--- src/rtl/tm1638_serial_ctrl_if.sv ---
// Host-side byte handshake between display/key-scan logic and the TM1638 sequencer.
// The master issues bytes and the slave (sequencer) reports completion and read data.
interface tm1638_serial_ctrl_if;
    logic       start;
    logic       rw;
    logic       last;
    logic [7:0] wdata;
    logic       busy;
    logic       done;
    logic [7:0] rdata;

    modport master (output start, rw, last, wdata, input busy, done, rdata);
    modport slave  (input start, rw, last, wdata, output busy, done, rdata);
endinterface

--- src/rtl/tm1638_serial_ctrl.sv ---
// TM1638 three-wire byte sequencer: drives STB/CLK/DIO from a half-period tick timer,
// shifting bytes LSB first and sampling key-scan bits on the CLK rising edge.
module tm1638_serial_ctrl #(
    parameter int unsigned CLK_IN   = 100_000_000,
    parameter int unsigned BIT_RATE = 1_000_000
) (
    input  logic                       clk,
    input  logic                       rst_n,
    tm1638_serial_ctrl_if.slave        host,
    output logic                       tm_stb,
    output logic                       tm_clk,
    output logic                       dio_out,
    output logic                       dio_oe,
    input  logic                       dio_in
);
    localparam int unsigned HALF = CLK_IN / BIT_RATE / 2;
    localparam int unsigned TW   = (HALF > 1) ? $clog2(2 * HALF) : 1;

    if (HALF < 1) begin : g_bad_half
        $error("tm1638_serial_ctrl: CLK_IN/BIT_RATE/2 must be >= 1");
    end

    typedef enum logic [2:0] {
        S_IDLE, S_SETUP, S_TURN, S_CLK_LO, S_CLK_HI, S_END, S_GAP, S_HOLD
    } state_t;

    state_t        state;
    logic [TW-1:0] timer;
    logic [2:0]    bit_cnt;
    logic [7:0]    shift;
    logic          rw_q;
    logic          last_q;

    logic [TW-1:0] phase_max_c;
    logic          phase_end_c;
    logic          accept_c;

    // TURN is the only phase lasting a full bit period; all others are one half-period.
    always_comb begin
        phase_max_c = TW'(HALF - 1);
        if (state == S_TURN) phase_max_c = TW'(2 * HALF - 1);
    end

    assign phase_end_c = (timer == phase_max_c);
    // A start coinciding with a visible done pulse belongs to the finishing byte and is dropped.
    assign accept_c    = host.start && !host.busy && !host.done;

    always_ff @(posedge clk or negedge rst_n) begin
        if (!rst_n) begin
            state      <= S_IDLE;
            timer      <= '0;
            bit_cnt    <= '0;
            shift      <= '0;
            rw_q       <= 1'b0;
            last_q     <= 1'b0;
            tm_stb     <= 1'b1;
            tm_clk     <= 1'b1;
            dio_out    <= 1'b0;
            dio_oe     <= 1'b0;
            host.busy  <= 1'b0;
            host.done  <= 1'b0;
            host.rdata <= '0;
        end else begin
            host.done <= 1'b0;

            if (state == S_IDLE || state == S_HOLD || phase_end_c) timer <= '0;
            else                                                    timer <= timer + TW'(1);

            case (state)
                S_IDLE: begin
                    if (accept_c) begin
                        rw_q      <= host.rw;
                        last_q    <= host.last;
                        shift     <= host.wdata;
                        host.busy <= 1'b1;
                        tm_stb    <= 1'b0;
                        state     <= S_SETUP;
                    end
                end
                S_SETUP: begin
                    if (phase_end_c) begin
                        if (rw_q) begin
                            state <= S_TURN;
                        end else begin
                            state   <= S_CLK_LO;
                            tm_clk  <= 1'b0;
                            dio_oe  <= 1'b1;
                            dio_out <= shift[0];
                        end
                    end
                end
                S_TURN: begin
                    if (phase_end_c) begin
                        state  <= S_CLK_LO;
                        tm_clk <= 1'b0;
                    end
                end
                S_CLK_LO: begin
                    // Read bits are captured on the same edge that raises CLK.
                    if (phase_end_c) begin
                        state  <= S_CLK_HI;
                        tm_clk <= 1'b1;
                        if (rw_q) shift <= {dio_in, shift[7:1]};
                    end
                end
                S_CLK_HI: begin
                    if (phase_end_c) begin
                        bit_cnt <= bit_cnt + 3'd1;
                        if (bit_cnt == 3'd7) begin
                            state   <= S_END;
                            dio_oe  <= 1'b0;
                            dio_out <= 1'b0;
                        end else begin
                            state  <= S_CLK_LO;
                            tm_clk <= 1'b0;
                            if (!rw_q) begin
                                shift   <= {1'b0, shift[7:1]};
                                dio_out <= shift[1];
                            end
                        end
                    end
                end
                S_END: begin
                    if (phase_end_c) begin
                        if (last_q) begin
                            state  <= S_GAP;
                            tm_stb <= 1'b1;
                        end else begin
                            state     <= S_HOLD;
                            host.done <= 1'b1;
                            host.busy <= 1'b0;
                            if (rw_q) host.rdata <= shift;
                        end
                    end
                end
                S_GAP: begin
                    if (phase_end_c) begin
                        state     <= S_IDLE;
                        host.done <= 1'b1;
                        host.busy <= 1'b0;
                        if (rw_q) host.rdata <= shift;
                    end
                end
                S_HOLD: begin
                    // STB stays low between chained bytes, so SETUP is skipped.
                    if (accept_c) begin
                        rw_q      <= host.rw;
                        last_q    <= host.last;
                        shift     <= host.wdata;
                        host.busy <= 1'b1;
                        if (host.rw) begin
                            state <= S_TURN;
                        end else begin
                            state   <= S_CLK_LO;
                            tm_clk  <= 1'b0;
                            dio_oe  <= 1'b1;
                            dio_out <= host.wdata[0];
                        end
                    end
                end
                default: state <= S_IDLE;
            endcase
        end
    end
endmodule

--- src/flat_wrapper.sv ---
// flat-port wrapper written by rule: the top's interface ports become plain ports
module tm1638_serial_ctrl_flat 
#(
    parameter int unsigned CLK_IN   = 100_000_000,
    parameter int unsigned BIT_RATE = 1_000_000
)
  (clk, rst_n, tm_stb, tm_clk, dio_out, dio_oe, dio_in, host_start, host_rw, host_last, host_wdata, host_busy, host_done, host_rdata);
  tm1638_serial_ctrl_if host_i ();
  input  logic clk;
  input  logic rst_n;
  output logic tm_stb;
  output logic tm_clk;
  output logic dio_out;
  output logic dio_oe;
  input  logic dio_in;
  input wire logic [$bits(host_i.start)-1:0] host_start;
  input wire logic [$bits(host_i.rw)-1:0] host_rw;
  input wire logic [$bits(host_i.last)-1:0] host_last;
  input wire logic [$bits(host_i.wdata)-1:0] host_wdata;
  output wire logic [$bits(host_i.busy)-1:0] host_busy;
  output wire logic [$bits(host_i.done)-1:0] host_done;
  output wire logic [$bits(host_i.rdata)-1:0] host_rdata;
  assign host_i.start = host_start;
  assign host_i.rw = host_rw;
  assign host_i.last = host_last;
  assign host_i.wdata = host_wdata;
  assign host_busy = host_i.busy;
  assign host_done = host_i.done;
  assign host_rdata = host_i.rdata;
  tm1638_serial_ctrl #(.CLK_IN(CLK_IN), .BIT_RATE(BIT_RATE)) u_core (.clk(clk), .rst_n(rst_n), .host(host_i), .tm_stb(tm_stb), .tm_clk(tm_clk), .dio_out(dio_out), .dio_oe(dio_oe), .dio_in(dio_in));
endmodule
--- config.mk ---
export PLATFORM = sky130hd
export DESIGN_NAME = tm1638_serial_ctrl_flat
export DESIGN_NICKNAME = d
export VERILOG_FILES = /design/src/rtl/tm1638_serial_ctrl_if.sv /design/src/rtl/tm1638_serial_ctrl.sv /design/src/flat_wrapper.sv
export SDC_FILE = /design/constraint.sdc
export NUM_CORES = 1
export LEC_CHECK = 0
export CAP_MARGIN = 10
export CORE_ASPECT_RATIO = 0.5
export CORE_UTILIZATION = 58
export DETAILED_ROUTE_END_ITERATION = 10
export PLACE_DENSITY = 0.82
export SYNTH_ARGS = -nofsm -noshare
export SYNTH_HDL_FRONTEND = slang
export SYNTH_SLANG_ARGS = --single-unit
--- constraint.sdc ---
create_clock -name clk -period 5.2 [get_ports clk]
set_input_delay 1.04 -clock clk [delete_from_list [all_inputs] [get_ports clk]]
set_output_delay 1.04 -clock clk [all_outputs]
set_load 0.03 [all_outputs]
[Yosys cells after proc, flatten, opt, wreduce, memory -nomap -nowiden]
Index checks and enable logic that the tools add are counted.
Storage, ports and cells
  register bits after elaboration: 37
  latch bits: 0
  memory bits (writable): 0
  ROM bits: 0
  input bits: 14
  output and inout port bits: 14
  word-level logic and storage cells: 129
  memories: 0
Cells by class
  add/sub/neg operators: 2
  multiply operators: 0
  divide/modulo/power cells: 0
  order comparisons: 0
  equal/unequal tests: 27
  shift operators: 0
  muxes and demuxes: 63
  bitwise logic cells: 0
  reduce and logical (&&, ||, !) cells: 24
Operators with widths (number)
  8-bit 2-to-1 mux: 10
  1-bit 2-to-1 mux: 33
  3-bit 2-to-1 mux: 9
  2-bit by 1-bit inequality test with 1-bit output, second input constant: 12
  3-bit one-hot mux with 8 select lines: 1
  8-bit one-hot mux with 3 select lines: 1
  7-bit AND reduction: 3
  8-bit one-hot mux with 2 select lines: 1
  3-bit == test, second input constant: 5
  7-bit 2-to-1 mux: 2
  2-bit inequality test, second input constant: 5
  1-bit one-hot mux with 3 select lines: 3
  9-bit AND reduction: 1
  3-bit nonzero test: 3
  4-bit AND reduction: 2
  8-bit AND reduction: 1
  7-bit by 1-bit adder with 7-bit output, second input constant: 1
  7-bit == test: 1
  3-bit by 2-bit == test with 1-bit output, second input constant: 2
  1-bit one-hot mux with 5 select lines: 1
  5-bit AND reduction: 1
  5-bit nonzero test: 1
  1-bit one-hot mux with 2 select lines: 2
  2-bit AND reduction: 2
  9 further kinds: 13

[Depth between registers and ports, before layout]
Gate-level depths: netlist of the first run.
  depth in word-level cells: 5
  gate-level depth with buffers: 9
  depth with buffers taken out: 8

[Worst setup path before layout of the first run]
No wires, ideal clock.
  path kind: in2reg
  from: input host_start
  to: register u_core.dio_out
  setup time: 0.125 ns
  arrival: 2.110 ns
  required time: 5.075 ns
  path slack: 2.966 ns
  stages: 6
  path buffers: 0
  cell sequence: nor3b_1 -> nand2b_1 -> nand2_1 -> o21ai_0 -> nor3_1 -> mux2_2
On the way
  word-level cells in the longest chain between the ends: 4
RTL lines
  from (decl): RTL line flat_wrapper.sv:16  | input wire logic [$bits(host_i.start)-1:0] host_start;
  1-bit logical AND (2 in series): RTL line tm1638_serial_ctrl.sv:46  | assign accept_c = host.start && !host.busy && !host.done;
  2-bit by 1-bit inequality test with 1-bit output (no source line)
  7-bit AND reduction (no source line)
  to (signal assigned): RTL line tm1638_serial_ctrl.sv:88  | dio_out <= shift[0];
  to (signal assigned): RTL line tm1638_serial_ctrl.sv:118  | dio_out <= shift[1];
  to (signal assigned): RTL line tm1638_serial_ctrl.sv:157  | dio_out <= host.wdata[0];
  to (decl): RTL line tm1638_serial_ctrl.sv:12  | output logic dio_out,
Every way passes these cells.
A chain may end at the register's enable or synchronous reset.

[Worst setup path in the final report of the first run]
  from: input host_start
  to: register u_core.shift[5]
On the way
  word-level cells in the longest chain between the ends: 4
RTL lines
  1-bit logical AND (2 in series): RTL line tm1638_serial_ctrl.sv:46
  2-bit by 1-bit inequality test with 1-bit output (no source line)
  7-bit AND reduction (no source line)
  to (signal assigned): RTL line tm1638_serial_ctrl.sv:74  | shift <= host.wdata;
  to (signal assigned): RTL line tm1638_serial_ctrl.sv:103  | if (rw_q) shift <= {dio_in, shift[7:1]};
  to (signal assigned): RTL line tm1638_serial_ctrl.sv:117  | shift <= {1'b0, shift[7:1]};
  to (decl): RTL line tm1638_serial_ctrl.sv:30  | logic [7:0] shift;
Every way passes these cells.

==> results.yml, run 1 <==
power:
  netSwitchingPower_uw: 466
  power-per-cell-area_mw_per_mm2: 497
  share_comb_of_total_power: 0.410
  intPower_uw: 717
  netSwitchingFraction: 0.394
  max_vdd_drop_v: 0.000249
  share_clk_of_total_power: 0.219
  p_leak_nw: 1.05
  seq_pwr_share: 0.371
floorplanning:
  dieArea_sq_mm: 0.00367
  start_util: 0.633
  fp.coreArea_sq_mm: 0.00314
  ioPinCount: 28
  fp.dieW_um: 84.7
  dieHeight_um: 43.4
  num_rows: 14
yosys:
  synth-async-reset-ratio: 1.00
  synth.ff_latch_count: 37
  synth.avg_cell_area_sq_um: 9.87
  synth-edff-count: 0
  postSynthNetCount: 222
  postSynth.topFlopCell: "sky130_fd_sc_hd__dfrtp_1"
  yosysWarningCount: 0
  yosys.cell_types.count: 43
  syn_area_sq_mm: 0.00198
  synth-seq-area-share: 0.468
  synthCells: 201
grt:
  antenna_found_initial: 0
  globalRouteTotalUtil: 0.266
  wire_length_of_the_first_global_routing_pass_um: 7260
  total_gr_overflow: 0
  grt_max_degree: 38
  first_global_vias: 1536
sta:
  worst_pin_slew_ps: 1110
  timing.final.crit_share: 0.570
  skew_ps: 5.03
  setup_viol: 0
  summed_negative_setup_slack_over_all_endpoints_ps: 0
  worst_slew_margin_rel: 0.258
  timing.final.max_slew_violations: 0
  rsz0062_at_grt: "false"
  finalHoldViolCount: 0
  max_clock_freq_mhz: 337
  finalWorstPathRequiredPeriod_ps: 2960
cells_and_area:
  mostFrequentLayoutCell: "sky130_fd_sc_hd__dfrtp_1"
  seq_area_sq_um: 928
  nNetsFinal: 249
  layoutNonFillerInstCount: 269
  multiInputGateArea_sq_um: 988
  drive_above_1_share: 0.122
  layout.cells.most_common_list: "sky130_fd_sc_hd__dfrtp_1, sky130_fd_sc_hd__clkdlybuf4s50_1, sky130_fd_sc_hd__nor2_1, sky130_fd_sc_hd__nand2_1, sky130_fd_sc_hd__mux2_2"
  num_antenna_cells: 0
  fillers: 215
  areaGrowthSynthToFinish_pct: 19.9
drt:
  via_count: 1662
  detail_route.wirelength_um: 4410
  routed_wirelength_normalized_by_instance_count_um: 16.4
  post_drt_via_cell_ratio: 6.18
  detail_route.iter0.violations: 108
  drt_drc_violations_left: 3
  drt_first_pass_iters: 7
  met2WireLength_um: 2020
  route.layer.met1.wl_um: 2020
  postRouteAntennaNets: 0
  dr_wl_met3_um: 299
  topRoutingLayerUsed: "met4"
clock_tree:
  clkSlewWorstSetupHoldPaths_ps: 70
  post_cts_hold_buffer_count: 0
  cts_sinks: 37
  post_cts.repair.setup_buffers: 0
  cts_tree: "done"
  clk-insertion-delay-late_ps: 290
  cts-root-to-sink-buffers: 2
  cts_root_buffer: "sky130_fd_sc_hd__clkbuf_8"
  clock_buffers_created_by_tritoncts: 5
  cts-htree-levels: 2
  post_cts_resized: 0
setup_path:
  path_class: "in2reg"
  critPathCaptureType: "register"
  timing.critical_path.from_type: "input port"
  cp.required_ps: 5330
  critical_path.max_fanout: 16
  arrival_ps: 3090
place:
  dp_hpwl_um: 3170
  dpl.cell_count: 261
  port-buffer-count: 27
  gp_routability_congestion: 0.885
run_status:
  run_status: "finished with violations"
  violations: "DRC"
flow_run:
  max_cap_viol_count: 0
hold_path:
  hold_path.class: "reg2reg"
==> metal layers <==
layer,track usage,vias to the layer above
met4,0.0712,0
met5,0,-
met3,0.0629,12
met2,0.442,71
li1,-,780
met1,0.361,799
==> cell families (layout without fill, tap and decap cells) <==
logic type,Yosys count,count (layout),synth area share
AOI/OAI and AO/OA,46,46,0.153
xor gates and xnor gates,6,6,0.0265
adders and majority gates,7,7,0.0441
buffers and inverters,15,43,0.0340
DFF,37,37,0.468
muxes,17,17,0.0939
and+or+nand+nor,73,73,0.181
==> state kept, by name, summed over array words and instances (netlist names), 3 cells and up <==
register / flops
u_core.timer: 7
u_core.state: 3
u_core.shift: 8
u_core.host.rdata: 8
u_core.bit_cnt: 3
==> through the flow <==
stage	power [mW]	hold slack (ps)	area, sq um	util	setup WS (ps)
2_1_floorplan	0.786	447	1980	-	2970
3_3_place_gp	0.903	460	2260	0.721	2110
3_5_place_dp	0.919	472	2260	0.721	1990
4_1_cts	1.18	485	2380	0.759	2290
5_1_grt	1.26	506	2380	0.759	2010
6_report	1.18	477	2380	0.759	2240
==> synthesized netlist by cell type (4+ instances only) <==
| cell type | count | area (sq um) |
|---|---|---|
| sky130_fd_sc_hd__mux2_2 | 13 | 146 |
| sky130_fd_sc_hd__mux2i_1 | 4 | 40.0 |
| sky130_fd_sc_hd__inv_1 | 7 | 26.3 |
| sky130_fd_sc_hd__nor3_1 | 4 | 20.0 |
| sky130_fd_sc_hd__a22oi_1 | 7 | 52.6 |
| sky130_fd_sc_hd__dfrtp_1 | 35 | 876 |
| sky130_fd_sc_hd__nand3_1 | 8 | 40.0 |
| sky130_fd_sc_hd__nor2_1 | 24 | 90.1 |
| sky130_fd_sc_hd__o21ai_0 | 9 | 45.0 |
| sky130_fd_sc_hd__nand2_1 | 21 | 78.8 |
| sky130_fd_sc_hd__ha_1 | 7 | 87.6 |
| sky130_fd_sc_hd__a21oi_1 | 9 | 45.0 |
==> final timing paths <==
check                                              startpoint                          endpoint  slack (ps)  cells after the start
max in group asynchronous                               rst_n  u_core.host.rdata[7]$_DFFE_PN0P_        3860                      1
worst min-delay path            u_core.bit_cnt[0]$_DFFE_PN0P_     u_core.bit_cnt[0]$_DFFE_PN0P_         480                      1
worst max-delay path                               host_start       u_core.shift[5]$_DFFE_PN0P_        2240                      7
worst max register to register    u_core.state[2]$_DFFE_PN0P_       u_core.shift[5]$_DFFE_PN0P_        2530                      6
min in group asynchronous                               rst_n         u_core.timer[5]$_DFF_PN0_         830                      1
worst min register to register  u_core.bit_cnt[0]$_DFFE_PN0P_     u_core.bit_cnt[0]$_DFFE_PN0P_         480                      1
==> critical path, cell delays in order <==
cell	delay [ps]
sky130_fd_sc_hd__clkdlybuf4s50_1	470
sky130_fd_sc_hd__nor3b_1	450
sky130_fd_sc_hd__nor2_1	170
sky130_fd_sc_hd__nor2_1	160
sky130_fd_sc_hd__o221ai_1	500
sky130_fd_sc_hd__nand2_1	210
sky130_fd_sc_hd__o21ai_0	100
==> power groups by stage <==
stage	Clock [mW]	Combinational [mW]	Sequential (mW)
final	0.259	0.485	0.439
after global routing	0.272	0.541	0.449
after CTS	0.260	0.481	0.437
after detailed placement	0	0.477	0.441
after global placement	0	0.464	0.438
after floorplan	0	0.336	0.450
==> final cells by class <==
cell class,count,area share
Timing Repair Buffer,27,0.112
Sequential cell,37,0.390
Multi-Input combinational cell,149,0.416
Clock inverter,1,0.0126
Tap cell,40,0.0210
Clock buffer,7,0.0363
Inverter,8,0.0126
Note: power is estimated with default switching activity, not from simulation.
==> run 2, diff against run 1 <==
--- a/config.mk
+++ b/config.mk
@@ -7,9 +7,9 @@
 export LEC_CHECK = 0
 export CAP_MARGIN = 10
 export CORE_ASPECT_RATIO = 0.5
-export CORE_UTILIZATION = 58
+export CORE_UTILIZATION = 49
 export DETAILED_ROUTE_END_ITERATION = 10
-export PLACE_DENSITY = 0.82
+export PLACE_DENSITY = 0.74
 export SYNTH_ARGS = -nofsm -noshare
 export SYNTH_HDL_FRONTEND = slang
 export SYNTH_SLANG_ARGS = --single-unit
==> constraint.sdc (replaced) <==
create_clock -name clk -period 2.44 [get_ports clk]
set_input_delay 0.488 -clock clk [delete_from_list [all_inputs] [get_ports clk]]
set_output_delay 0.488 -clock clk [all_outputs]
set_load 0.03 [all_outputs]
==> results.yml, run 2 (same netlist as run 1, synthesis figures left out) <==
clock_tree:
  clock_buffers_created_by_tritoncts: 5
  cts_sinks: 37
  cts-htree-levels: 2
  cts-root-to-sink-buffers: 2
  cts_root_buffer: "sky130_fd_sc_hd__clkbuf_8"
  post_cts_hold_buffer_count: 0
  cts_tree: "done"
  clk-insertion-delay-late_ps: 290
  clkSlewWorstSetupHoldPaths_ps: 70
place:
  port-buffer-count: 27
  dpl.cell_count: 279
  gp_routability_congestion: 0.890
  dp_hpwl_um: 3030
run_status:
  run_status: "completed"
drt:
  drt_drc_violations_left: 0
  post_drt_via_cell_ratio: 5.69
  routed_wirelength_normalized_by_instance_count_um: 15.1
  detail_route.iter0.violations: 200
  detail_route.wirelength_um: 4360
  drt_first_pass_iters: 4
  postRouteAntennaNets: 0
  via_count: 1640
floorplanning:
  start_util: 0.545
  fp.coreArea_sq_mm: 0.00364
  num_rows: 15
  dieHeight_um: 47
  dieArea_sq_mm: 0.00432
  fp.dieW_um: 92.0
  ioPinCount: 28
power:
  max_vdd_drop_v: 0.000406
  p_leak_nw: 1.08
  power-per-cell-area_mw_per_mm2: 1010
  finalPower_mw: 2.47
cells_and_area:
  areaGrowthSynthToFinish_pct: 23.4
  layoutNonFillerInstCount: 288
  nNetsFinal: 257
  num_antenna_cells: 0
  reg_top3: "u_core.host.rdata (8), u_core.shift (8), u_core.timer (7)"
  layout.cells.most_common_list: "sky130_fd_sc_hd__dfrtp_1, sky130_fd_sc_hd__clkdlybuf4s50_1, sky130_fd_sc_hd__nor2_1, sky130_fd_sc_hd__nand2_1, sky130_fd_sc_hd__mux2_2"
  drive_above_1_share: 0.148
  mostFrequentLayoutCell: "sky130_fd_sc_hd__dfrtp_1"
  fin_util: 0.673
grt:
  wire_length_of_the_first_global_routing_pass_um: 7210
  first_global_vias: 1558
  grt_max_degree: 38
  gr-usage-met2: 0.364
  antenna_found_initial: 0
  gr-usage-met1: 0.310
  gr-max-usage-layer: "met2"
  globalRouteMet3Util: 0.0566
  globalRouteTotalUtil: 0.228
  total_gr_overflow: 0
sta:
  timing.final.max_slew_violations: 0
  timing.final.crit_share: 0.946
  rsz0062_at_grt: "false"
  summed_negative_setup_slack_over_all_endpoints_ps: 0
  setup_viol: 0
  finalWorstPathRequiredPeriod_ps: 2310
  finalHoldViolCount: 0
  max_clock_freq_mhz: 433
  worst_slew_margin_rel: 0.687
  skew_ps: 8.67
  worst_pin_slew_ps: 470
setup_path:
  crit_path_cells: "inv_1 -> ha_1 -> nand2b_4 -> or3_4 -> a21oi_1 -> a21oi_1 -> nor3_1 -> mux2_2"
  cp.required_ps: 2620
  timing.critical_path.from_type: "register"
  path_class: "reg2reg"
  crit_cells: 8
  critical_path.max_fanout: 4
  cp.buffers_inverters: 1
  critPathCaptureType: "register"
  rr_worst_depth: 8
  rrSetupSlack_ps: 130
  arrival_ps: 2490
  timing.critical_path.max_delay_family: "simple AND/OR/NAND/NOR gates"
  cp_slowest_stage_delay_ps: 410
  cp_most_frequent_cell: "sky130_fd_sc_hd__a21oi_1"
  slowest_stage: "sky130_fd_sc_hd__dfrtp_1"
hold_path:
  hold_path.class: "reg2reg"
  hold-path-cell-count: 1
flow_run:
  max_cap_viol_count: 0
[run 2: path summary, 6_finish.rpt]
path	from	to
worst max-delay path	u_core.state[0]$_DFFE_PN0P_	u_core.dio_out$_DFFE_PN0P_
min in group asynchronous	rst_n	u_core.host.rdata[5]$_DFFE_PN0P_
worst max register to register	u_core.state[0]$_DFFE_PN0P_	u_core.dio_out$_DFFE_PN0P_
worst min-delay path	u_core.bit_cnt[0]$_DFFE_PN0P_	u_core.bit_cnt[0]$_DFFE_PN0P_
max in group asynchronous	rst_n	u_core.tm_clk$_DFFE_PN1P_
worst min register to register	u_core.bit_cnt[0]$_DFFE_PN0P_	u_core.bit_cnt[0]$_DFFE_PN0P_
[run 2: cell type report]
class                      count  area, sq um
fill                         305         1190
clock buffer                   7         86.3
tap                           51         63.8
multi-input combinational    149          990
sequential                    37          928
inverter                       8         30.0
timing repair buffer          35          343
clock inverter                 1         7.51
[run 2: what timing repair did]
action,in CTS,in global routing
resized for setup,0,1
endpoints found under the setup margin,0,2
setup buffers,0,1
[run 2: metrics by stage]
step           hold slack, ps  worst slack [ps]  instance area, sq um
3_3_place_gp              460               188                  2330
3_5_place_dp              472              95.9                  2330
6_report                  477               131                  2450
4_1_cts                   481               105                  2430
5_1_grt                   506              42.7                  2450
2_1_floorplan             192               327                  1980
[run 2: power breakdown]
| part | internal, mW | switching (mW) |
|---|---|---|
| combinational | 0.457 | 0.629 |
| clock | 0.230 | 0.220 |
| sequential | 0.781 | 0.149 |
[run 2: routing by layer]
| metal | vias up | wire, um |
|---|---|---|
| li1 | 788 | - |
| met1 | 792 | 2170 |
| met2 | 51 | 1890 |
| met3 | 9 | 234 |
| met4 | 0 | 67 |
| met5 | - | 0 |
==> run 3, diff against run 2 <==
--- a/config.mk
+++ b/config.mk
@@ -5,6 +5,7 @@
 export SDC_FILE = /design/constraint.sdc
 export NUM_CORES = 1
 export LEC_CHECK = 0
+export ABC_CLOCK_PERIOD_IN_PS = 2440
 export CAP_MARGIN = 10
 export CORE_ASPECT_RATIO = 0.5
 export CORE_UTILIZATION = 49
==> results of run 3 <==
Final layout, timing and power as in run 2 (identical DEF).
